$ cat src/rtl/conv_feeder_window_sched.sv
// conv_feeder_window_sched: round-robin window scheduler streaming padded pixel blocks into the conv feeder.
// Optional stall counter output when CONV_FEEDER_WINDOW_SCHED_PERF_EN is defined.
module conv_feeder_window_sched #(
   parameter int data_width = 32,
   parameter int coord_w = 10,
   parameter int max_outstanding = 4
) (
   input  logic                    clk,
   input  logic                    reset_n,
   input  logic [3:0]              win_dim,
   input  logic [1:0]              req_val,
   output logic [1:0]              req_rdy,
   input  logic [2*coord_w-1:0]    req_msg0,
   input  logic [2*coord_w-1:0]    req_msg1,
   output logic                    memreq_val,
   input  logic                    memreq_rdy,
   output logic [2*coord_w-1:0]    memreq_addr,
   input  logic                    memresp_val,
   output logic                    memresp_rdy,
   input  logic [data_width-1:0]   memresp_msg,
   output logic                    feed_val,
   output logic [data_width-1:0]   feed_msg,
   input  logic                    feed_rdy,
   input  logic                    calc_done,
   output logic                    win_owner,
   output logic                    busy
`ifdef CONV_FEEDER_WINDOW_SCHED_PERF_EN
   ,output logic [31:0]            stall_cycles
`endif
);
   localparam int cw = $clog2(max_outstanding) + 1;
   typedef enum logic [1:0] {IDLE, ISSUE, DRAIN, WAIT_DONE} state_t;
   state_t state, state_nxt;
   logic rr_ptr, winner, grant, mem_fire, resp_fire, last_req;
   logic [coord_w-1:0] x0, y0;
   logic [4:0] side, r, c;
   logic [cw-1:0] credits;
   logic [8:0] beats;
   logic [9:0] area;
   assign memresp_rdy = feed_rdy;
   assign feed_val = memresp_val;
   assign feed_msg = memresp_msg;
   // grant is held off while reset is asserted so req_rdy reads 0 during reset
   assign grant = state == IDLE && (|req_val) && reset_n;
   assign winner = &req_val ? rr_ptr : req_val[1];
   assign mem_fire = memreq_val && memreq_rdy;
   assign resp_fire = memresp_val && feed_rdy;
   assign last_req = r == side - 5'd1 && c == side - 5'd1;
   assign area = 10'(side) * 10'(side);
   assign memreq_addr = {y0 + coord_w'(r), x0 + coord_w'(c)};
   always_ff @(posedge clk or negedge reset_n) begin
      if (!reset_n) state <= IDLE;
      else state <= state_nxt;
   end
   always_comb begin
      state_nxt = state;
      case (state)
         IDLE:      state_nxt = grant ? ISSUE : IDLE;
         ISSUE:     state_nxt = mem_fire && last_req ? DRAIN : ISSUE;
         DRAIN:     state_nxt = {1'b0, beats} == area && credits == '0 ? WAIT_DONE : DRAIN;
         WAIT_DONE: state_nxt = calc_done ? IDLE : WAIT_DONE;
         default:   state_nxt = IDLE;
      endcase
   end
   always_comb begin
      req_rdy = grant ? (winner ? 2'b10 : 2'b01) : 2'b00;
      memreq_val = state == ISSUE && credits < cw'(max_outstanding);
      busy = state != IDLE;
   end
   always_ff @(posedge clk or negedge reset_n) begin
      if (!reset_n) begin
         rr_ptr <= 1'b0;
         win_owner <= 1'b0;
         x0 <= '0;
         y0 <= '0;
         side <= '0;
         r <= '0;
         c <= '0;
         beats <= '0;
         credits <= '0;
      end else begin
         if (grant) begin
            rr_ptr <= ~winner;
            win_owner <= winner;
            {y0, x0} <= winner ? req_msg1 : req_msg0;
            side <= {1'b0, win_dim} + 5'd2;
            r <= '0;
            c <= '0;
            beats <= '0;
         end else begin
            if (mem_fire) begin
               c <= c == side - 5'd1 ? 5'd0 : c + 5'd1;
               r <= c == side - 5'd1 ? r + 5'd1 : r;
            end
            if (resp_fire && state != IDLE) beats <= beats + 9'd1;
         end
         // responses still in flight from before a reset must not underflow the credit pool
         credits <= credits + cw'(mem_fire) - cw'(resp_fire && credits != '0);
      end
   end
`ifdef CONV_FEEDER_WINDOW_SCHED_PERF_EN
   logic [32:0] stall_sum;
   assign stall_sum = {1'b0, stall_cycles} + 33'(memresp_val && !feed_rdy) + 33'(memreq_val && !memreq_rdy);
   always_ff @(posedge clk or negedge reset_n) begin
      if (!reset_n) stall_cycles <= '0;
      else stall_cycles <= stall_sum[32] ? '1 : stall_sum[31:0];
   end
`endif
endmodule

$ cat config.mk
export PLATFORM = sky130hd
export DESIGN_NAME = conv_feeder_window_sched
export DESIGN_NICKNAME = d
export VERILOG_FILES = /design/src/rtl/conv_feeder_window_sched.sv
export SDC_FILE = /design/constraint.sdc
export NUM_CORES = 1
export LEC_CHECK = 0
export ABC_AREA = 1
export BUFFER_PORTS_ARGS = -buffer_cell sky130_fd_sc_hd__buf_2
export CAP_MARGIN = 15
export CELL_PAD_IN_SITES_DETAIL_PLACEMENT = 2
export CELL_PAD_IN_SITES_GLOBAL_PLACEMENT = 2
export CORE_MARGIN = 2
export CORE_UTILIZATION = 28
export DETAILED_ROUTE_END_ITERATION = 6
export GPL_TIMING_DRIVEN = 0
export PLACE_DENSITY_LB_ADDON = 0.05
export SYNTH_ARGS = -nofsm -noshare
export SYNTH_HDL_FRONTEND = slang
export SYNTH_SLANG_ARGS = --single-unit
$ cat constraint.sdc
create_clock -name clk -period 3.9 [get_ports clk]
set_input_delay 0.39 -clock clk [delete_from_list [all_inputs] [get_ports clk]]
set_output_delay 0.39 -clock clk [all_outputs]
set_load 0.005 [all_outputs]
# --- Yosys cells after proc, flatten, opt, wreduce, memory -nomap -nowiden ---
# Cells that the tools add are included.
# W data, S select, Z words.
totals:
  in_bits: 84
  elab_cells: 65
  output_inout_bits: 59
  ff_bits: 51
op_classes:
  eq_ne: 6
  n_reduce_logical: 20
  n_lt_le_gt_ge: 1
  n_mux: 17
  multipliers: 1
  addsub: 9
  n_bitwise: 1
op_table:
  columns: ["op", "n"]
  rows:
  - ["$mux W5", 6]
  - ["$add A10 B5 Y10", 2]
  - ["$mux W20", 1]
  - ["$mux W9", 2]
  - ["$add A5 B1 Y5 const B", 2]
  - ["$eq A5 B5 Y1", 2]
  - ["$eq A9 B10 Y1", 1]
  - ["$logic_and A1 B1 Y1", 10]
  - ["$mul A5 B5 Y10", 1]
  - ["$add A9 B1 Y9 const B", 1]
  - ["$mux W2", 4]
  - ["$pmux W2 S4", 1]
  - ["$reduce_bool A2 Y1", 4]
  - ["$add A4 B2 Y5 const B", 1]
  - ["$sub A5 B1 Y5 const B", 1]
  - ["$eq A2 B2 Y1 const B", 2]
  - ["$reduce_and A2 Y1", 2]
  - ["$add A3 B1 Y3", 1]
  - ["$logic_not A3 Y1", 1]
  - ["$lt A3 B3 Y1 const B", 1]
  - ["$mux W1", 3]
  - ["$reduce_bool A3 Y1", 1]
  - ["$sub A3 B1 Y3", 1]
  - ["$eq A2 B1 Y1 const B", 1]
  - ["3 further kinds", 3]

# --- Longest topological paths before layout ---
depth:
  depth_word: 6
  mapped_depth: 19
  ltp_nobuf: 18

# --- Least setup slack after synthesis ---
# OpenSTA, ideal clock, no wires.
synth_path:
  path_type: "flip-flop to flip-flop"
  start: "register side[2]"
  end: "register state[0]"
  arrival_time_ns: 3.111
  setup_ns: 0.069
  path_stages_with_launch: 20
  required_time_ns: 3.831
  path_slack_ns: 0.720
  synth_period_minus_slack_ns: 3.180
  n_path_buf: 1
  path_cell_list: "dfrtp_1 buf_6 clkinv_4 fa_1 inv_1 fa_1 ha_1 a31o_2 ha_1 nand2_1 inv_1 a21oi_1 nand2_1 nand2_1 nand2_1 nand2_1 nand2_1 nor2_1 nand3_1 nand3_1"
synth_via:
  elab_chain_len: 6
  word_cells_on_any_way: 11
  cone_classes: "1 x add/sub; 1 x mul; 3 x eq/ne; 3 x mux; 3 x reduce/logical"
synth_rtl:
  columns: ["item", "line_no", "rtl"]
  rows:
  - ["start: declaration", "36", "logic [4:0] side, r, c;"]
  - ["start signal: assignment", "86", "side <= {1'b0, win_dim} + 5'd2;"]
  - ["parallel branches: the longest is 5 deep, another holds $mul A5 B5 Y10", null, null]
  - ["$pmux W2 S4 (*)", "57", "case (state)"]
  - ["via state_nxt[0]", "33", "state_t state, state_nxt;"]
  - ["end signal: assignment", "53", "else state <= state_nxt;"]
  - ["end: declaration", "33", null]
# Mark *: on every way through the listed nets, which the timed path passes.
# A chain may end at the register's enable or synchronous reset.

# --- Final worst setup path ---
layout_path:
  start: "register side[1]"
  end: "register state[0]"
# The elaborated chain is that of the path after synthesis.

==> impl_metrics.csv <==
group,metric,value,unit
logic_synthesis,syn_nets,681,
clocking,cts.sinks,51,
global_routing,grt_remaining_overflow,0,
layout,areaGrowthSynthToFinish,22.9,%
floorplan,die_h,126,um
route,route.met3.wl,500,um
floorplan,core_region_area,0.0145,mm^2
critical_path,reg2reg_slack,0.32,ns
timing,hold_viol_final,0,
clocking,cts_tree,"yes",
logic_synthesis,avgSynthCellArea,7.36,um^2
critical_path,path_cells,"nand2_1 > fa_1 > inv_1 > fa_1 > ha_1 > a31o_2 > ha_1 > nand2_1 > inv_1 > a21oi_1 > nand2_1 > nand2_1 > nand2_1 > nand2_1 > nand2_1 > nor2_1 > nand3_1 > nand3_1",
timing,drv_slew,0,
logic_synthesis,ys_ff_latch,51,
logic_synthesis,seq_area_frac_synth,0.308,
timing,finalSetupViolations,0,
layout,seqCellArea,0.00128,mm^2
critical_path,cpMostUsedCell,"nand2_1",
clocking,post_cts_buffers,0,
clocking,cts_buffer_depth,2,
critical_path,critPathRequiredTime,4.14,ns
global_routing,grt_pass1_vias,4510,
layout,fillers,1722,
timing,post-route-period-util,0.919,
timing,rsz0062_at_grt,"false",
logic_synthesis,syn_area,0.00414,mm^2
layout,drive_gt1_frac,0.285,
route,avgViaCountPerCell,4.68,
layout,multi_input_area,0.00226,mm^2
critical_path,path_class,"flip-flop to flip-flop",
critical_path,slowest_delay,0.51,ns
route,wl_per_cell,15.0,um
floorplan,die-area,0.0158,mm^2
critical_path,cp-end-kind,"flip-flop",
floorplan,die_w,126,um
layout,mostFrequentLayoutCell,"nand2_1",
timing,hold_ws,0.106,ns
timing,min_period,3.58,ns
job,maxCapViolCount,0,
layout,diodes,0,
critical_path,critPathSlowestCell,"fa_1",
route,first_pass_iters,4,
layout,final_util,0.352,
clocking,path_clk_slew,0.07,ns
route,drt-total-wl,13.0,mm
logic_synthesis,yosys_warnings,0,
route,maxUsedRoutingLayer,"met4",
run_status,status,"complete, no violations",
route,wl_met2,7.03,mm
timing,maxClockFrequency,279,MHz
timing,slew_headroom,0.577,
critical_path,arrival,3.82,ns
logic_synthesis,yosys.cell_types.count,37,
layout,nets,799,
route,wl_met1,5.37,mm
route,dr_total_vias,4044,
timing,setup_tns,0,ns
floorplan,row_count,44,
clocking,htree_levels,2,
placement,numPortBuffers,110,
worst_hold_path,min_path_type,"input pin to asynchronous set/reset pin",
global_routing,antenna_found_initial,0,
floorplan,start_util,0.286,
clocking,cts-root-buf,"clkbuf_16",
timing,tightest_slew,0.635,ns
global_routing,grt_max_degree,30,
route,drt_first_iter_violations,92,
layout,mostFrequentLayoutCells,"nand2_1, buf_2, inv_1",
critical_path,cp_num_buf_inv,2,
critical_path,crit_family,"adder cells",
critical_path,cp_max_fo,7,
floorplan,io_pins,143,
clocking,insertion_delay,0.30,ns
route,drc,0,
global_routing,grt_first_pass_wirelength,21.9,mm
clocking,cts_buffers,5,
power,p_total,3.42,mW
logic_synthesis,synth_cells,563,
global_routing,grt.total_usage,0.171,
power,p_leak,2.78,nW
critical_path,cp-start-kind,"flip-flop",
timing,skew,0.00897,ns
power,ir_worst_vdd,0.216,mV
placement,gp_congestion,0.765,
power,power.density,672,mW/mm^2
route,ant_nets,0,
placement,dpl.hpwl,10.8,mm
## cells by family after synthesis
group           count (synthesis)  share of synthesized area
fa+ha+maj                      34                      0.112
compound gates                 54                     0.0806
simple gates                  281                      0.300
flops                          51                      0.308
buf+inv                       118                      0.147
xor+xnor                       25                     0.0528
## metal layers
layer | vias to the layer above | track usage
met3 | 7 | 0.0276
met5 | - | 0
li1 | 1984 | -
met1 | 1974 | 0.198
met2 | 79 | 0.331
met4 | 0 | 0.0353
## Yosys cell counts, drive strengths merged
cell type	instances	share of area
buf	45	0.079
a21o	3	0.0054
fa	5	0.024
a31o	1	0.0021
nor3	10	0.018
a211oi	1	0.0018
clkbuf	1	0.00090
nand2	175	0.17
o21a	1	0.0018
o22ai	1	0.0015
nand4	3	0.0045
nor2	37	0.036
nand3	51	0.067
xnor2	9	0.019
a21oi	20	0.025
o211ai	6	0.011
o21ai	20	0.030
a31oi	1	0.0015
dfrtp	51	0.31
xor2	16	0.034
inv	71	0.064
nand3b	5	0.0091
ha	29	0.088
clkinv	1	0.0021
## sequential cells by signal, summed over array words and instances, names as in the netlist
| signal | count |
|---|---|
| state | 2 |
| win_owner | 1 |
| r | 5 |
| y0 | 10 |
| x0 | 10 |
| rr_ptr | 1 |
| c | 5 |
| side | 5 |
| credits | 3 |
| beats | 9 |
## final timing paths
kind                       cells past startpoint          to         start
min reg2reg                                    1   win_owner     win_owner
max in group asynchronous                      2     side[0]       reset_n
min                                            1  credits[1]       reset_n
max reg2reg                                   18    state[0]       side[1]
min in group clk                               3       y0[8]  req_msg1[18]
max                                           18    state[0]       side[1]
## metrics by stage
stage	worst slack (ns)	instances	instance area (um^2)
floorplan	0.720	563	4140
finish	0.317	865	5090
CTS	0.220	865	5090
global placement	0.308	857	4920
detailed placement	0.241	858	4940
global route	0.0142	865	5090
## area by class of cell
type | instances | area share
flip-flops and latches | 51 | 0.251
plain buffers | 46 | 0.0653
well taps | 184 | 0.0452
clock buffers | 6 | 0.0273
repair buffers | 111 | 0.112
multi-input cells | 394 | 0.444
clock inverters | 1 | 0.00172
inverters | 72 | 0.0540
## power breakdown
group / leakage (nW) / total (mW) / internal, mW / switching [mW]
clock network: 0.0733 / 0.468 / 0.255 / 0.213
registers: 0.648 / 0.966 / 0.738 / 0.228
logic: 2.06 / 1.99 / 0.819 / 1.17
## worst reg2reg max path: cells and delay by family, from the launching register on
family	cells	cell delay, ns
flops	1	0.49
compound gates	2	0.41
fa+ha+maj	4	1.60
buf+inv	2	0.12
simple gates	10	0.91
## what timing repair did
action | 4_1_cts | 5_1_grt
setup endpoints to repair | 0 | 1
hold buffers | 0 | 0
gates resized for setup | 0 | 1
(Power assumes the default switching activity.)
